$ cat config.mk
export PLATFORM = sky130hd
export DESIGN_NAME = rf_wb_arbiter_flat
export DESIGN_NICKNAME = d
export VERILOG_FILES = /design/src/rtl/otter_pkg.sv /design/src/rtl/rf_wb_arbiter_if.sv /design/src/rtl/wb_fifo.sv /design/src/rtl/rf_wb_arbiter.sv /design/src/flat_wrapper.sv
export SDC_FILE = /design/constraint.sdc
export NUM_CORES = 1
export LEC_CHECK = 0
export BUFFER_PORTS_ARGS = -buffer_cell sky130_fd_sc_hd__buf_4
export CAP_MARGIN = 20
export CORE_UTILIZATION = 53
export DETAILED_ROUTE_END_ITERATION = 10
export PLACE_DENSITY = 0.8
export SLEW_MARGIN = 40
export SYNTH_ARGS = -nofsm -noshare
export SYNTH_HDL_FRONTEND = slang
export SYNTH_SLANG_ARGS = --single-unit
$ cat constraint.sdc
create_clock -name CLK -period 4.7 [get_ports CLK]
set_input_delay 0.94 -clock CLK [delete_from_list [all_inputs] [get_ports CLK]]
set_output_delay 0.94 -clock CLK [all_outputs]
set_load 0.01 [all_outputs]
$ cat src/rtl/otter_pkg.sv
`default_nettype none
// ============================================================================
//  Module   : otter_pkg
//  Purpose  : Shared types and constants for the register-file writeback path.
//             wb_req_t carries one writeback request (destination + data).
//             adr_hit() is the common hazard compare: a match on a nonzero
//             register address (x0 never carries a hazard).
//  Ports    : none (package)
//  Revision : 1.0  initial release
// ============================================================================
package otter_pkg;

    localparam int REG_ADR_W = 5;
    localparam int XLEN      = 32;

    typedef struct packed {
        logic [REG_ADR_W-1:0] adr;
        logic [XLEN-1:0]      data;
    } wb_req_t;

    function automatic logic adr_hit(input logic [REG_ADR_W-1:0] query,
                                     input logic [REG_ADR_W-1:0] pending);
        return (query != '0) && (query == pending);
    endfunction

endpackage
`default_nettype wire

$ cat src/rtl/rf_wb_arbiter_if.sv
`default_nettype none
// ============================================================================
//  Module   : rf_wb_arbiter_if
//  Purpose  : Bundle of the writeback arbiter's request, write and hazard
//             signals.
//  Ports    : alu_valid/alu_adr/alu_data/alu_ready : ALU writeback request
//             ld_valid/ld_adr/ld_data/ld_ready     : load writeback request
//             RF_WE/w_adr/w_data                   : register-file write port
//             adr1/adr2/hz1/hz2                    : pending-write hazard query
//  Modports : slave  - the arbiter
//             master - the requesters / register-file side
//  Revision : 1.0  initial release
// ============================================================================
interface rf_wb_arbiter_if;
    import otter_pkg::*;

    logic                 alu_valid;
    logic [REG_ADR_W-1:0] alu_adr;
    logic [XLEN-1:0]      alu_data;
    logic                 alu_ready;

    logic                 ld_valid;
    logic [REG_ADR_W-1:0] ld_adr;
    logic [XLEN-1:0]      ld_data;
    logic                 ld_ready;

    logic                 RF_WE;
    logic [REG_ADR_W-1:0] w_adr;
    logic [XLEN-1:0]      w_data;

    logic [REG_ADR_W-1:0] adr1;
    logic [REG_ADR_W-1:0] adr2;
    logic                 hz1;
    logic                 hz2;

    modport slave (
        input  alu_valid, alu_adr, alu_data, ld_valid, ld_adr, ld_data, adr1, adr2,
        output alu_ready, ld_ready, RF_WE, w_adr, w_data, hz1, hz2
    );

    modport master (
        output alu_valid, alu_adr, alu_data, ld_valid, ld_adr, ld_data, adr1, adr2,
        input  alu_ready, ld_ready, RF_WE, w_adr, w_data, hz1, hz2
    );

endinterface
`default_nettype wire

$ cat src/rtl/wb_fifo.sv
`default_nettype none
// ============================================================================
//  Module   : wb_fifo
//  Purpose  : Load-writeback buffer. Circular FIFO of wb_req_t with per-slot
//             occupancy and address outputs so the arbiter can compare every
//             buffered destination against hazard queries.
//  Ports    : clk, rst        - clock, synchronous active-high reset
//             push, push_data - enqueue (caller guarantees !full)
//             pop             - dequeue head (caller guarantees !empty)
//             head            - oldest entry
//             full, empty     - occupancy flags
//             entry_vld/adr   - per-slot occupancy and destination address
//  Revision : 1.0  initial release
// ============================================================================
module wb_fifo
    import otter_pkg::*;
#(
    parameter int DEPTH = 2
) (
    input  wire logic                                clk,
    input  wire logic                                rst,
    input  wire logic                                push,
    input  wire wb_req_t                             push_data,
    input  wire logic                                pop,
    output wb_req_t                                  head,
    output logic                                     full,
    output logic                                     empty,
    output logic [DEPTH-1:0]                         entry_vld,
    output logic [DEPTH-1:0][REG_ADR_W-1:0]          entry_adr
);

    localparam int PTR_W = (DEPTH > 1) ? $clog2(DEPTH) : 1;
    localparam int CNT_W = PTR_W + 1;

    wb_req_t            mem [DEPTH];
    logic [PTR_W-1:0]   wr_ptr;
    logic [PTR_W-1:0]   rd_ptr;
    logic [CNT_W-1:0]   count;

    assign full  = (count == CNT_W'(DEPTH));
    assign empty = (count == '0);
    assign head  = mem[rd_ptr];

    // Storage is not reset: occupancy is defined solely by the pointers/count.
    always_ff @(posedge clk) begin
        if (!rst && push) begin
            mem[wr_ptr] <= push_data;
        end
    end

    // Pointers wrap naturally because DEPTH is a power of two.
    always_ff @(posedge clk) begin
        if (rst) begin
            wr_ptr <= '0;
            rd_ptr <= '0;
            count  <= '0;
        end else begin
            if (push) begin
                wr_ptr <= wr_ptr + PTR_W'(1);
            end
            if (pop) begin
                rd_ptr <= rd_ptr + PTR_W'(1);
            end
            case ({push, pop})
                2'b10:   count <= count + CNT_W'(1);
                2'b01:   count <= count - CNT_W'(1);
                default: count <= count;
            endcase
        end
    end

    // A slot is occupied when its distance from the read pointer is below count.
    generate
        for (genvar i = 0; i < DEPTH; i++) begin : g_entry
            logic [PTR_W-1:0] offset;
            assign offset       = PTR_W'(i) - rd_ptr;
            assign entry_vld[i] = ({1'b0, offset} < count);
            assign entry_adr[i] = mem[i].adr;
        end
    endgenerate

endmodule
`default_nettype wire

$ cat src/rtl/rf_wb_arbiter.sv
`default_nettype none
// ============================================================================
//  Module   : rf_wb_arbiter
//  Purpose  : Register-file writeback arbiter. Merges an unbuffered ALU
//             writeback with a FIFO-buffered load writeback onto a single
//             registered write port and reports pending-write hazards.
//  Ports    : CLK  - sole clock
//             RST  - synchronous active-high reset
//             bus  - rf_wb_arbiter_if.slave (requests, write port, hazards)
//  Config   : WB_ROUND_ROBIN_EN - when defined, two-way contention alternates
//             between sources (ALU first after reset); otherwise ALU always
//             wins contention.
//  Revision : 1.0  initial release
// ============================================================================
module rf_wb_arbiter
    import otter_pkg::*;
#(
    parameter int LD_DEPTH = 2
) (
    input  wire logic       CLK,
    input  wire logic       RST,
    rf_wb_arbiter_if.slave  bus
);

    wb_req_t                             ld_req;
    wb_req_t                             fifo_head;
    logic                                fifo_full;
    logic                                fifo_empty;
    logic                                push;
    logic                                alu_grant;
    logic                                ld_grant;
    logic [LD_DEPTH-1:0]                 entry_vld;
    logic [LD_DEPTH-1:0][REG_ADR_W-1:0]  entry_adr;

    logic                                wr_en;
    logic [REG_ADR_W-1:0]                wr_adr;
    logic [XLEN-1:0]                     wr_data;
    logic                                hz1_c;
    logic                                hz2_c;

    assign ld_req       = '{adr: bus.ld_adr, data: bus.ld_data};
    // Readiness depends only on fullness, never on a same-cycle pop.
    assign bus.ld_ready = !RST && !fifo_full;
    assign push         = bus.ld_valid && bus.ld_ready;

    wb_fifo #(
        .DEPTH (LD_DEPTH)
    ) u_fifo (
        .clk       (CLK),
        .rst       (RST),
        .push      (push),
        .push_data (ld_req),
        .pop       (ld_grant),
        .head      (fifo_head),
        .full      (fifo_full),
        .empty     (fifo_empty),
        .entry_vld (entry_vld),
        .entry_adr (entry_adr)
    );

`ifdef WB_ROUND_ROBIN_EN
    logic contention;
    logic ld_turn;      // 1: load wins the next contention

    assign contention = bus.alu_valid && !fifo_empty;
    assign alu_grant  = !RST && bus.alu_valid && !(contention && ld_turn);
    assign ld_grant   = !RST && !fifo_empty   && !(contention && !ld_turn);

    always_ff @(posedge CLK) begin
        if (RST) begin
            ld_turn <= 1'b0;
        end else if (contention) begin
            ld_turn <= !ld_turn;
        end
    end
`else
    assign alu_grant = !RST && bus.alu_valid;
    assign ld_grant  = !RST && !fifo_empty && !bus.alu_valid;
`endif

    assign bus.alu_ready = alu_grant;

    // Writes to x0 complete the handshake but never assert the write enable.
    always_ff @(posedge CLK) begin
        if (RST) begin
            wr_en   <= 1'b0;
            wr_adr  <= '0;
            wr_data <= '0;
        end else if (alu_grant) begin
            wr_en   <= (bus.alu_adr != '0);
            wr_adr  <= bus.alu_adr;
            wr_data <= bus.alu_data;
        end else if (ld_grant) begin
            wr_en   <= (fifo_head.adr != '0);
            wr_adr  <= fifo_head.adr;
            wr_data <= fifo_head.data;
        end else begin
            wr_en   <= 1'b0;
        end
    end

    assign bus.RF_WE  = wr_en;
    assign bus.w_adr  = wr_adr;
    assign bus.w_data = wr_data;

    // A register is pending while it sits in the FIFO or is on the write port.
    always_comb begin
        hz1_c = wr_en && adr_hit(bus.adr1, wr_adr);
        hz2_c = wr_en && adr_hit(bus.adr2, wr_adr);
        for (int i = 0; i < LD_DEPTH; i++) begin
            if (entry_vld[i] && adr_hit(bus.adr1, entry_adr[i])) hz1_c = 1'b1;
            if (entry_vld[i] && adr_hit(bus.adr2, entry_adr[i])) hz2_c = 1'b1;
        end
    end

    assign bus.hz1 = hz1_c;
    assign bus.hz2 = hz2_c;

endmodule
`default_nettype wire

$ cat src/flat_wrapper.sv
// flat-port wrapper written by rule: the top's interface ports become plain ports
module rf_wb_arbiter_flat import otter_pkg::*;
#(
    parameter int LD_DEPTH = 2
)
  (CLK, RST, bus_alu_valid, bus_alu_adr, bus_alu_data, bus_ld_valid, bus_ld_adr, bus_ld_data, bus_adr1, bus_adr2, bus_alu_ready, bus_ld_ready, bus_RF_WE, bus_w_adr, bus_w_data, bus_hz1, bus_hz2);
  rf_wb_arbiter_if bus_i ();
  input  wire logic CLK;
  input  wire logic RST;
  input wire logic [$bits(bus_i.alu_valid)-1:0] bus_alu_valid;
  input wire logic [$bits(bus_i.alu_adr)-1:0] bus_alu_adr;
  input wire logic [$bits(bus_i.alu_data)-1:0] bus_alu_data;
  input wire logic [$bits(bus_i.ld_valid)-1:0] bus_ld_valid;
  input wire logic [$bits(bus_i.ld_adr)-1:0] bus_ld_adr;
  input wire logic [$bits(bus_i.ld_data)-1:0] bus_ld_data;
  input wire logic [$bits(bus_i.adr1)-1:0] bus_adr1;
  input wire logic [$bits(bus_i.adr2)-1:0] bus_adr2;
  output wire logic [$bits(bus_i.alu_ready)-1:0] bus_alu_ready;
  output wire logic [$bits(bus_i.ld_ready)-1:0] bus_ld_ready;
  output wire logic [$bits(bus_i.RF_WE)-1:0] bus_RF_WE;
  output wire logic [$bits(bus_i.w_adr)-1:0] bus_w_adr;
  output wire logic [$bits(bus_i.w_data)-1:0] bus_w_data;
  output wire logic [$bits(bus_i.hz1)-1:0] bus_hz1;
  output wire logic [$bits(bus_i.hz2)-1:0] bus_hz2;
  assign bus_i.alu_valid = bus_alu_valid;
  assign bus_i.alu_adr = bus_alu_adr;
  assign bus_i.alu_data = bus_alu_data;
  assign bus_i.ld_valid = bus_ld_valid;
  assign bus_i.ld_adr = bus_ld_adr;
  assign bus_i.ld_data = bus_ld_data;
  assign bus_i.adr1 = bus_adr1;
  assign bus_i.adr2 = bus_adr2;
  assign bus_alu_ready = bus_i.alu_ready;
  assign bus_ld_ready = bus_i.ld_ready;
  assign bus_RF_WE = bus_i.RF_WE;
  assign bus_w_adr = bus_i.w_adr;
  assign bus_w_data = bus_i.w_data;
  assign bus_hz1 = bus_i.hz1;
  assign bus_hz2 = bus_i.hz2;
  rf_wb_arbiter #(.LD_DEPTH(LD_DEPTH)) u_core (.CLK(CLK), .RST(RST), .bus(bus_i));
endmodule
; Yosys cells after proc, flatten, opt, wreduce, memory -nomap -nowiden
; Memories as Yosys holds them, arrays and structs flattened. A register that Yosys moved wholly into a read port is not among the register bits.
; Index checks and enable logic that the tools add are counted.
[word_totals]
reg_bits = 42
latch_bits = 0
ramBits = 74
mem_bits_ro = 0
input_bits = 88
output_inout_bits = 42
elab_cells = 68
n_memories = 1
[op_classes]
addsub = 6
multipliers = 0
n_div = 0
magnitude_cmp = 2
eq_ne = 9
shift = 0
muxes = 15
n_bitwise = 0
n_reduce_logical = 29
[memory_table]
columns = memory, depth, word_bits, read_ports, rd_clocked_by_memory_dff, write_ports, line
row1 = u_core.u_fifo.mem, 2, 37, 3, 1, 1, wb_fifo.sv:35  ; wb_req_t mem [DEPTH];
[op_table]
columns = operator, count
row1 = 32-bit two-way mux, 2
row2 = 5-bit equality test, 6
row3 = 5-bit nonzero test, 4
row4 = 1-bit logical AND, 18
row5 = 1-bit two-way mux, 10
row6 = 5-bit two-way mux, 2
row7 = "2-bit equality test, second input constant", 2
row8 = 1-bit logical NOT, 4
row9 = 1-bit by 2-bit less-than comparator with 1-bit output, 2
row10 = 2-bit case mux with 2 select lines, 1
row11 = 2-bit nonzero test, 2
row12 = "1-bit adder, second input constant", 2
row13 = "2-bit by 1-bit adder with 2-bit output, second input constant", 1
row14 = "2-bit by 1-bit equality test with 1-bit output, second input constant", 1
row15 = 2-bit logical NOT, 1
row16 = "1-bit subtractor, first input constant", 2
row17 = "2-bit by 1-bit subtractor with 2-bit output, second input constant", 1

; Logic depth before layout (Yosys ltp)
[depth]
word_depth = 7
ltp_mapped = 7
depth_no_buf = 6

; By module
; Synthesis repeated with hierarchy kept, for this count alone.
[hier_totals]
hier_cells = 414
area_unflattened_um2 = 5103.6
[by_module_without_submodules]
columns = module, instances, cells_per_inst, area_per_inst_um2
row1 = wb_fifo, 1, 150, 2962.8
row2 = rf_wb_arbiter, 1, 264, 2140.8

; Worst setup path after synthesis
; No wires, ideal clock.
[synth_path]
kind = input to register
startpoint = input RST
endpoint = memory u_core.u_fifo.mem[0][0] (netlist bit) (enable)
t_arrival_ns = 2.937
t_required_ns = 4.269
slack_ns = 1.332
stages = 4
path_buffers = 1
path_cell_list = clkbuf_1 > inv_1 > o211ai_1 > nor2_1
[synth_via]
elab_chain_len = 6
[synth_rtl]
columns = element, line
row1 = from (decl), flat_wrapper.sv:9  ; input wire logic RST;
row2 = 1-bit logical NOT *, "wb_fifo.sv:46, rf_wb_arbiter.sv:43"
row3 = 1-bit logical AND, rf_wb_arbiter.sv:43  ; assign bus.ld_ready = !RST && !fifo_full;
row4 = 1-bit logical AND, rf_wb_arbiter.sv:44  ; assign push = bus.ld_valid && bus.ld_ready;
row5 = 1-bit logical AND *, wb_fifo.sv:46  ; if (!rst && push) begin
row6 = 1-bit two-way mux *, wb_fifo.sv:46
row7 = 1-bit two-way mux (not written as such) *, wb_fifo.sv:47  ; mem[wr_ptr] <= push_data;
row8 = to (decl), wb_fifo.sv:35
; Every way passes the cells marked *; elsewhere a longest branch is shown, timed or not.

; Worst setup path after layout
[layout_path]
startpoint = register u_core.u_fifo.count[0]
endpoint = output bus_hz1
[layout_via]
elab_chain_len = 4
word_cells_on_any_way = 6
classes_between = order compare (2) / mux (2) / reduce/logical (2)
[layout_rtl]
columns = element, line
row1 = from (decl), wb_fifo.sv:38  ; logic [CNT_W-1:0] count;
row2 = from (signal assigned), wb_fifo.sv:65  ; 2'b10: count <= count + CNT_W'(1);
row3 = from (signal assigned), wb_fifo.sv:66  ; 2'b01: count <= count - CNT_W'(1);
row4 = from (signal assigned), wb_fifo.sv:67  ; default: count <= count;
row5 = 1-bit by 2-bit less-than comparator with 1-bit output, wb_fifo.sv:77  ; assign entry_vld[i] = ({1'b0, offset} < count);
row6 = 1-bit logical AND, rf_wb_arbiter.sv:111  ; if (entry_vld[i] && adr_hit(bus.adr1, entry_adr[i])) hz1_c = 1'b1;
row7 = 1-bit two-way mux, rf_wb_arbiter.sv:111
row8 = 1-bit two-way mux *, rf_wb_arbiter.sv:111
row9 = to (decl), flat_wrapper.sv:23  ; output wire logic [$bits(bus_i.hz1)-1:0] bus_hz1;
; Marks and branches as above.

==> impl_metrics.json <==
{
  "crit_slowest_cell": "dfxtp_1",
  "rsz0062_at_grt": "no",
  "grt_pass1_vias": 3593,
  "hold_buffers": 0,
  "timing.final.crit_share_pct": 63.0,
  "cp.arrival_ns": 2.02,
  "ant_nets": 0,
  "viasPerCell": 5.52,
  "overflow": 0,
  "yosys_warnings": 0,
  "cp_max_fo": 12,
  "die_x_um": 98.6,
  "placed_area_mm2": 0.00602,
  "antenna_found_initial": 0,
  "cp_slowest_stage_delay_ns": 0.60,
  "final_max_slew_viol_count": 0,
  "path_class": "reg2out",
  "setup_viol": 0,
  "die_y_um": 98.6,
  "rows": 34,
  "grt_max_degree": 54,
  "fin_nets": 626,
  "max-cap-violations": 0,
  "ctsResizeCount": 0,
  "required_ns": 3.76,
  "cts_sinks": 117,
  "grt_usage_pct": 24.2,
  "ff2ff_path_depth": 5,
  "clkLatencyLatePin_ns": 0.51,
  "gp_congestion": 0.773,
  "start_util_pct": 55.6,
  "cp_num_buf_inv": 1,
  "powerDensity_mw_per_mm2": 436,
  "numPortBuffers": 129,
  "r2r_start": "u_core.u_fifo.count[0]",
  "total_power_mw": 2.88,
  "root_buffer": "clkbuf_8",
  "hold_violations": 0,
  "stdcell_area_mm2": 0.00659,
  "crit_family": "flip-flops",
  "htreeDepth": 4,
  "netlist_area_mm2": 0.00494,
  "wire_per_inst_um": 17.1,
  "crit_start": "u_core.u_fifo.count[0]",
  "io_pins": 130,
  "cts_tree": "yes",
  "postCtsSetupBuffers": 0,
  "startpoint_type": "register",
  "skew_ns": 0.0110,
  "synthArstFlopShare_pct": 0,
  "fp.dieArea_mm2": 0.00972,
  "initialDrtViolationCount": 195,
  "setup_tns_ns": 0,
  "area_growth_pct": 33.4,
  "relSlewSlack_pct": 55.9,
  "ys.flop_type": "edfxtp_1",
  "period_needed_ns": 2.96,
  "syn_inst": 411,
  "p_leak_nw": 2.57,
  "dp.cells": 626,
  "hpwl_mm": 7.57,
  "r2r-end": "u_core.bus.w_adr[3]",
  "crit_top_cell": "a21oi_1",
  "r2r_slack_ns": 2.36,
  "drc": 0,
  "ys_seq_area_share_pct": 62.4,
  "syn_area_per_cell_um2": 12.0,
  "clock_path_buffers": 2,
  "synth_edf_count": 74,
  "hold_path_depth": 3,
  "synth_cell_type_count": 31,
  "diodes": 0,
  "ys_ff_latch": 117,
  "vias": 3631,
  "cts_buffers": 17,
  "wirelength_mm": 11.3,
  "path_clk_slew_ns": 0.05,
  "drt_pass1_iterations": 4,
  "stdcell_count": 658,
  "setup.worst_path.end": "bus_hz1",
  "drive_gt1_share_pct": 30.7,
  "hold_class": "reg2reg",
  "outcome": "finished clean",
  "grt_first_pass_wirelength_mm": 17.7,
  "cp-end-kind": "primary output",
  "crit_chain": "a21oi_1, nor4_1, a2bb2oi_1, a21oi_1, buf_4",
  "syn-num-nets": 500,
  "critical_path_depth": 5,
  "ir_drop_mv": 0.254,
  "timing.fmax_ghz": 0.338,
  "core_area_mm2": 0.00889,
  "worst_pin_slew_ns": 0.659
}
[state kept, by name, summed over array words and instances (netlist names), named ones only]
| register | count |
|---|---|
| u_core.u_fifo.count | 2 |
| u_core.bus.w_data | 32 |
| u_core.bus.RF_WE | 1 |
| u_core.u_fifo.wr_ptr | 1 |
| u_core.bus.w_adr | 5 |
| u_core.u_fifo.rd_ptr | 1 |
| u_core.u_fifo.mem | 74 |
[where the power goes]
group	switching, mW	internal (mW)
clock	0.425	0.791
combinational	0.215	0.218
sequential	0.0643	1.16
total	0.704	2.17
[metrics by stage]
stage / hold slack, ns / utilization [%] / setup WS (ns)
2_1_floorplan: 0.507 / - / 1.33
3_5_place_dp: 0.552 / 67.7 / 1.82
3_3_place_gp: 0.533 / 66.8 / 1.79
4_1_cts: 0.595 / 74.1 / 1.74
6_report: 0.600 / 74.1 / 1.74
5_1_grt: 0.586 / 74.1 / 1.54
[logic make-up after synthesis]
kind of cell               count (synthesis)  synth area share [%]
adders and majority gates                  1                 0.253
buffers and inverters                     31                  3.11
muxes                                     38                  7.72
DFF                                      117                  62.4
AOI/OAI and AO/OA                         89                  11.9
and+or+nand+nor                          102                  8.81
xor gates and xnor gates                  33                  5.85
[layout by cell type, fill, tap and decap left out, types with 4 or more instances in the layout]
cell,synthesis,final
nor4_1,4,4
clkbuf_8,0,4
a21oi_1,42,42
nand2_1,34,34
nor3_1,5,5
a211oi_1,4,4
nor2_1,45,43
dfxtp_1,43,42
mux2i_1,37,37
buf_4,3,131
clkbuf_16,0,16
edfxtp_1,74,74
xnor2_1,14,14
xor2_1,19,19
a211o_1,32,32
clkinv_2,0,4
o21ai_0,7,7
[worst min-delay path: cells and delay by family (launching register included)]
kind / cells / cell delay [ns]
DFF: 1 / 0.31
AOI/OAI and AO/OA: 2 / 0.15
and+or+nand+nor: 1 / 0.10
[layer usage]
| layer | track usage, % | up-vias | wire length (µm) |
|---|---|---|---|
| met2 | 42.6 | 124 | 5890 |
| met4 | 7.58 | 0 | 79 |
| li1 | - | 1747 | - |
| met1 | 28.9 | 1753 | 4760 |
| met5 | 0 | - | 0 |
| met3 | 6.67 | 7 | 533 |
[worst min-delay path by stage]
| stage | startpoint | to | slack [ns] |
|---|---|---|---|
| after floorplan | u_core.u_fifo.rd_ptr | register | 0.51 |
| after global placement | u_core.u_fifo.rd_ptr | register | 0.53 |
| after detailed placement | u_core.u_fifo.rd_ptr | register | 0.55 |
| after CTS | bus_ld_data[23] | u_core.u_fifo.mem[0][23] | 0.59 |
| after global routing | bus_ld_data[23] | u_core.u_fifo.mem[0][23] | 0.59 |
| final | u_core.bus.w_data[0] | u_core.bus.w_data[0] | 0.60 |
[synthesized netlist by cell type, drive strengths merged (3+ instances only)]
master	number	area, µm²
nor4	4	25.0
nand4	3	18.8
o21ai	7	35.0
nor2	45	169
xor2	19	166
a211o	32	280
edfxtp	74	2220
nand2	34	128
dfxtp	43	861
a21oi	42	210
mux2i	37	370
buf	11	75.1
nor3	5	25.0
inv	3	11.3
clkbuf	17	67.6
xnor2	14	123
or4	3	22.5
a211oi	4	30.0
[cell type report]
cell class | instances | area, µm²
Fill cell | 581 | 2300
Multi-Input combinational cell | 263 | 1720
Tap cell | 108 | 135
Sequential cell | 117 | 3090
Timing Repair Buffer | 135 | 1070
Inverter | 3 | 11.3
Clock buffer | 23 | 467
Clock inverter | 9 | 103
(Power assumes the default switching activity.)
